--- src/rtl/maxpool_pkg.sv ---
// Shared mode encodings and elaboration/ordering helpers for the pooling tree.
// Latency: none, constants and pure functions only.
// Backpressure: not applicable.
package maxpool_pkg;

  localparam logic MODE_MAX = 1'b0;
  localparam logic MODE_MIN = 1'b1;

  // Widest element the ordering key supports.
  localparam int KEY_W = 64;

  // Ceiling log2; 1 for value 2, 4 for value 9.
  function automatic int clog2(input int value);
    int res;
    res = 0;
    for (int i = 0; i < 31; i++) begin
      if ((1 << i) < value) res = i + 1;
    end
    return res;
  endfunction

  // Number of nodes present at a tree level (level 0 is the raw window).
  function automatic int level_count(input int window, input int level);
    int cnt;
    cnt = window;
    for (int k = 0; k < 32; k++) begin
      if (k < level) cnt = (cnt + 1) / 2;
    end
    return cnt;
  endfunction

  // Node offset of a registered level inside the flat register vector.
  // Registered levels start at level 1, so level 1 sits at offset 0.
  function automatic int node_offset(input int window, input int level);
    int acc;
    acc = 0;
    for (int k = 1; k < 32; k++) begin
      if (k < level) acc += level_count(window, k);
    end
    return acc;
  endfunction

  // Maps a sign-magnitude float onto an unsigned key with the same order:
  // positives get the sign bit set, negatives are fully inverted.
  function automatic logic [KEY_W-1:0] order_key(input logic [KEY_W-1:0] value,
                                                 input int width);
    logic [KEY_W-1:0] mask;
    logic [KEY_W-1:0] sign;
    mask = (KEY_W'(1) << width) - KEY_W'(1);
    sign = KEY_W'(1) << (width - 1);
    if ((value & sign) == '0) return value ^ sign;
    return ~value & mask;
  endfunction

endpackage

--- src/rtl/maxpool_cmp.sv ---
// Two-operand ordered select: larger key in max mode, smaller key in min mode.
// Latency: combinational, registered by the enclosing tree level.
// Backpressure: none, the enclosing tree owns the stall.
module maxpool_cmp import maxpool_pkg::*; #(
  parameter int DATA_WIDTH = 32
) (
  input  logic [DATA_WIDTH-1:0] a,
  input  logic [DATA_WIDTH-1:0] b,
  input  logic                  mode,
  output logic [DATA_WIDTH-1:0] y
);

  logic [KEY_W-1:0] key_a;
  logic [KEY_W-1:0] key_b;
  logic             take_b;

  assign key_a = order_key(KEY_W'(a), DATA_WIDTH);
  assign key_b = order_key(KEY_W'(b), DATA_WIDTH);

  // Strict compares so that equal keys keep the lower-index operand a.
  always_comb begin
    take_b = 1'b0;
    if (mode == MODE_MIN) take_b = (key_b < key_a);
    else                  take_b = (key_b > key_a);
    y = take_b ? b : a;
  end

endmodule

--- src/rtl/maxpool_tree_cell.sv ---
// Max/min pooling over WINDOW packed float elements via a registered binary tree; MAXPOOL_BYTE_SWAP_EN byte-reverses the result.
// Latency: clog2(WINDOW) cycles from accepted beat to result, one beat per cycle.
// Backpressure: whole pipeline holds when the result is valid and not taken; ready is that enable.
module maxpool_tree_cell import maxpool_pkg::*; #(
  parameter int DATA_WIDTH = 32,
  parameter int WINDOW     = 9
) (
  input  logic                         C_IN_CLK,
  input  logic                         C_IN_RST,
  input  logic                         C_IN_FLUSH,
  input  logic                         C_IN_MODE,
  input  logic                         C_IN_DATA_VALID,
  input  logic [WINDOW*DATA_WIDTH-1:0] D_IN_DATA,
  output logic                         C_OUT_IN_READY,
  input  logic                         C_IN_OUT_READY,
  output logic                         C_OUT_DATA_VALID,
  output logic [DATA_WIDTH-1:0]        C_OUT_DATA
);

  localparam int LEVELS  = clog2(WINDOW);
  localparam int NODES   = node_offset(WINDOW, LEVELS + 1);
  localparam int OUT_OFF = node_offset(WINDOW, LEVELS);
  // Mode is only needed by levels 1..LEVELS-1; keep at least one bit.
  localparam int MD_W    = (LEVELS > 1) ? LEVELS - 1 : 1;

  logic                        en;
  logic [LEVELS-1:0]           vld_q;
  logic [LEVELS-1:0]           lvl_vld_in;
  logic [MD_W-1:0]             md_q;
  logic [MD_W-1:0]             md_nxt;
  logic [NODES*DATA_WIDTH-1:0] node_q;
  logic [NODES*DATA_WIDTH-1:0] node_d;
  logic [DATA_WIDTH-1:0]       res;

  assign C_OUT_DATA_VALID = vld_q[LEVELS-1];
  assign en               = !C_OUT_DATA_VALID || C_IN_OUT_READY;
  assign C_OUT_IN_READY   = en;
  assign res              = node_q[OUT_OFF*DATA_WIDTH +: DATA_WIDTH];

  for (genvar l = 0; l < LEVELS; l++) begin : g_lvl
    localparam int N_IN    = level_count(WINDOW, l);
    localparam int N_OUT   = level_count(WINDOW, l + 1);
    localparam int OFF_OUT = node_offset(WINDOW, l + 1);

    logic [N_IN*DATA_WIDTH-1:0] src;
    logic                       src_md;

    if (l == 0) begin : g_src_in
      assign src           = D_IN_DATA;
      assign src_md        = C_IN_MODE;
      assign lvl_vld_in[0] = C_IN_DATA_VALID;
    end else begin : g_src_q
      localparam int OFF_IN = node_offset(WINDOW, l);
      assign src           = node_q[OFF_IN*DATA_WIDTH +: N_IN*DATA_WIDTH];
      assign src_md        = md_q[l-1];
      assign lvl_vld_in[l] = vld_q[l-1];
    end

    for (genvar j = 0; j < N_OUT; j++) begin : g_node
      if (2*j + 1 < N_IN) begin : g_pair
        maxpool_cmp #(.DATA_WIDTH(DATA_WIDTH)) u_cmp (
          .a    (src[(2*j)*DATA_WIDTH +: DATA_WIDTH]),
          .b    (src[(2*j+1)*DATA_WIDTH +: DATA_WIDTH]),
          .mode (src_md),
          .y    (node_d[(OFF_OUT+j)*DATA_WIDTH +: DATA_WIDTH])
        );
      end else begin : g_pass
        // Odd element out: carried to the next level untouched.
        assign node_d[(OFF_OUT+j)*DATA_WIDTH +: DATA_WIDTH] = src[(2*j)*DATA_WIDTH +: DATA_WIDTH];
      end
    end
  end

  // Mode shifts along with its beat so each level compares with the beat's own mode.
  always_comb begin
    md_nxt    = md_q;
    md_nxt[0] = C_IN_MODE;
    for (int k = 1; k < MD_W; k++) md_nxt[k] = md_q[k-1];
  end

  // Stage registers; flush beats the stall, the output slot reads 0 whenever it is empty.
  always_ff @(posedge C_IN_CLK or posedge C_IN_RST) begin
    if (C_IN_RST) begin
      vld_q  <= '0;
      md_q   <= '0;
      node_q <= '0;
    end else if (C_IN_FLUSH) begin
      vld_q                                     <= '0;
      node_q[OUT_OFF*DATA_WIDTH +: DATA_WIDTH] <= '0;
    end else if (en) begin
      vld_q  <= lvl_vld_in;
      md_q   <= md_nxt;
      node_q <= node_d;
      if (!lvl_vld_in[LEVELS-1]) node_q[OUT_OFF*DATA_WIDTH +: DATA_WIDTH] <= '0;
    end
  end

`ifdef MAXPOOL_BYTE_SWAP_EN
  // Byte-reverse the result on its way out.
  always_comb begin
    C_OUT_DATA = '0;
    for (int i = 0; i < DATA_WIDTH / 8; i++) begin
      C_OUT_DATA[i*8 +: 8] = res[DATA_WIDTH-8-i*8 +: 8];
    end
  end
`else
  assign C_OUT_DATA = res;
`endif

endmodule

--- config.mk ---
export PLATFORM = sky130hd
export DESIGN_NAME = maxpool_tree_cell
export DESIGN_NICKNAME = d
export VERILOG_FILES = /design/src/rtl/maxpool_pkg.sv /design/src/rtl/maxpool_cmp.sv /design/src/rtl/maxpool_tree_cell.sv
export SDC_FILE = /design/constraint.sdc
export NUM_CORES = 2
export LEC_CHECK = 0
export CORE_MARGIN = 2
export CORE_UTILIZATION = 35
export CTS_BUF_LIST = sky130_fd_sc_hd__clkbuf_4 sky130_fd_sc_hd__clkbuf_8
export DETAILED_ROUTE_END_ITERATION = 10
export HOLD_SLACK_MARGIN = 0.02
export MAX_ROUTING_LAYER = met4
export PLACE_DENSITY = 0.51
export RECOVER_POWER = 100
export SLEW_MARGIN = 20
export SYNTH_ARGS = -nofsm -noshare
export SYNTH_HDL_FRONTEND = slang
export SYNTH_SLANG_ARGS = --single-unit
export TNS_END_PERCENT = 1
--- constraint.sdc ---
create_clock -name C_IN_CLK -period 18.8 [get_ports C_IN_CLK]
set_input_delay 5.64 -clock C_IN_CLK [delete_from_list [all_inputs] [get_ports C_IN_CLK]]
set_output_delay 5.64 -clock C_IN_CLK [all_outputs]
set_load 0.02 [all_outputs]
==> results.json <==
{
  "worstMarginPinSlew_ps": 3980,
  "cp_common_cell": "clkbuf_1",
  "die_height_um": 280,
  "h-tree-depth": 3,
  "ctsResizeCount": 0,
  "synth-async-reset-ratio": 1.00,
  "syn_nets": 3706,
  "clk_pin_slew_worst_paths_ps": 60,
  "worstPathArrival_ps": 14200,
  "wirelength_um": 82900,
  "max_stage_delay_ps": 2670,
  "drtIter0Drc": 1351,
  "synth.avg_cell_area_um2": 8.44,
  "cts_setup_buffers": 0,
  "antenna_found_initial": 1,
  "crit_type": "in2reg",
  "hold_class": "reg2reg",
  "power_density_nw_per_um2": 112,
  "clock_sinks": 359,
  "ant_nets": 0,
  "cts_buffers": 68,
  "grt_usage": 0.216,
  "r2r-start": "vld_q[3]$_DFFE_PP0P_",
  "area_growth_syn_to_layout_pct": 19.0,
  "max_freq_mhz": 72.7,
  "skew_ps": 62.7,
  "fp.dieW_um": 280,
  "dpl_cell_area_um2": 30300,
  "slowest_stage": "clkbuf_1",
  "hold_start": "node_q[132]$_DFFE_PP0P_",
  "num_rows": 101,
  "synth-edff-count": 0,
  "yosysUniqueCellTypes": 49,
  "drcViolationCount": 0,
  "nNetsFinal": 3893,
  "dpl.hpwl_um": 61400,
  "die_area_um2": 78300,
  "whs_endpoint": "node_q[228]$_DFFE_PP0P_",
  "drive_above_1_share": 0.0520,
  "finalSetupViolations": 0,
  "num_vias": 23100,
  "port_buffers": 327,
  "yosysTopAreaCellShare": 0.337,
  "dr.pass1.iters": 5,
  "p_leak_nw": 13.8,
  "finalSetupTns_ps": 0,
  "synth-seq-cells": 359,
  "cp_cell_sequence": "dlygate4sd3_1 -> nor2b_1 -> nor2_1 -> clkbuf_1 -> clkbuf_1 -> buf_4 -> a31oi_1",
  "finalInstanceArea_um2": 31700,
  "clk_latency_ps": 660,
  "worstPathRequired_ps": 19250,
  "coreArea_um2": 75700,
  "root_buffer": "clkbuf_8",
  "slew_violations": 921,
  "rsz0062_at_grt": "false",
  "ys.flop_type": "dfrtp_1",
  "path_max_fanout": 104,
  "yosys-top-cells-area": "dfrtp_1 34%, ha_1 12%, xnor2_1 8.2%, xor2_1 8.2%, nand2_1 6.9%",
  "maxSlewHeadroom": -1.66,
  "yosys_warnings": 0,
  "netlist_area_um2": 26600,
  "clk_path_buf_depth": 3,
  "maxCapViolations": 12,
  "final-hold-violation-count": 0,
  "start_kind": "primary input",
  "cts_hold_buf": 0,
  "start_util": 0.352,
  "vias_per_cell": 5.29,
  "ir_worst_vdd_v": 0.0000540,
  "ios": 328,
  "grt_pass1_wl_um": 131000,
  "grt_max_degree": 105,
  "min_path_cells": 2,
  "grt-ovfl-total": 0,
  "status": "finished with violations",
  "grt_pass1_vias": 23367,
  "finalCriticalPeriod_ps": 13750,
  "place.gp.congestion": 0.888,
  "syn_inst": 3156,
  "wire_per_inst_um": 19.0,
  "layout_worst_path_cycle_share": 0.731,
  "end_kind": "register",
  "ys_seq_area_frac": 0.337,
  "r2r_slack_ps": 10140,
  "cts_tree": "built",
  "r2r_cells": 6,
  "synth_area_leader_cell": "dfrtp_1",
  "violations": "capacitance limit, slew limit",
  "r2r-end": "node_q[6]$_DFFE_PP0P_"
}
[per-stage QoR]
stage / hold slack (ps) / cells / total power (W) / worst slack (ps) / utilization
5_1_grt: 462 / 4366 / 0.00388 / 4250 / 0.419
6_report: 418 / 4366 / 0.00356 / 5050 / 0.419
4_1_cts: 422 / 4363 / 0.00361 / 5920 / 0.419
3_5_place_dp: 454 / 4249 / 0.00278 / 5920 / 0.401
3_3_place_gp: 451 / 4249 / 0.00271 / 5900 / 0.400
2_1_floorplan: 439 / 3156 / 0.00230 / 3200 / -
[synth_stat cells, types with 45 or more instances]
cell,count
a21oi_1,123
o21ai_1,45
a31oi_1,196
ha_1,256
o21ai_0,235
nand4_1,70
xor2_1,248
clkbuf_1,148
nor2_1,210
xnor2_1,248
nand2_1,487
nand3_1,240
dfrtp_1,359
[critical path, delay by kind of cell]
family	cells	cell delay, ps
buf+inv	4	6530
compound gates	1	190
simple gates	2	1680
[state kept, by name, indices dropped and copies added, names as in the netlist]
| register | flops |
|---|---|
| md_q | 3 |
| node_q | 352 |
| vld_q | 4 |
[final cells by class]
cell class              count  area (um^2)
multi-input cells        2528        16500
repair buffers            357         3440
clock buffers              98         1250
inverters                  29          110
clock inverters            16          138
flip-flops and latches    359         8980
well taps                 978         1220
fillers                  7586        44000
diodes                      1         2.50
[routing by layer]
| metal | part of all wire | routed length (um) | global-route usage | up-vias |
|---|---|---|---|---|
| li1 | - | - | - | 11331 |
| met1 | 0.47 | 38700 | 0.290 | 11195 |
| met2 | 0.47 | 39200 | 0.345 | 464 |
| met3 | 0.037 | 3040 | 0.0234 | 110 |
| met4 | 0.024 | 1950 | 0.0618 | 0 |
| met5 | 0 | 0 | - | - |
[cell families after synthesis]
family                     share of synthesized area
adders and majority gates                      0.120
buffers and inverters                         0.0455
muxes                                         0.0120
xor gates and xnor gates                       0.163
AOI/OAI and AO/OA                              0.149
DFF                                            0.337
and+or+nand+nor                                0.173
[report_power, final]
group | internal [W] | leakage (nW) | switching (W)
Clock | 0.000444 | 0.734 | 0.000360
Combinational | 0.000692 | 8.75 | 0.000904
Sequential | 0.000933 | 4.29 | 0.000233
[how the worst max path moves through the flow]
stage | start | end | slack, ps | cells past startpoint
after floorplan | C_IN_RST | md_q[0]$_DFFE_PP0P_ | 3200 | 1
after global placement | C_IN_OUT_READY | C_OUT_IN_READY | 5900 | 4
after detailed placement | C_IN_OUT_READY | C_OUT_IN_READY | 5920 | 4
after CTS | C_IN_OUT_READY | C_OUT_IN_READY | 5920 | 4
after global routing | C_IN_OUT_READY | node_q[28]$_DFFE_PP0P_ | 4250 | 7
final | C_IN_OUT_READY | node_q[6]$_DFFE_PP0P_ | 5050 | 7
[cell usage in the layout, fill, tap and decap left out, drive strengths merged, types with 9 or more instances in the layout]
cell,count
xnor2,248
clkdlybuf4s50,283
nand4,70
clkbuf,107
a31oi,201
nor2,210
a21o,40
nor4,13
dfrtp,359
buf,29
clkinv,9
inv,31
a21oi,123
o21a,13
nand3,240
mux2i,32
dlygate4sd3,36
xor2,248
o21ai,281
nand2,487
ha,256
o211ai,10
No activity file was read; power rests on OpenSTA's default activity.
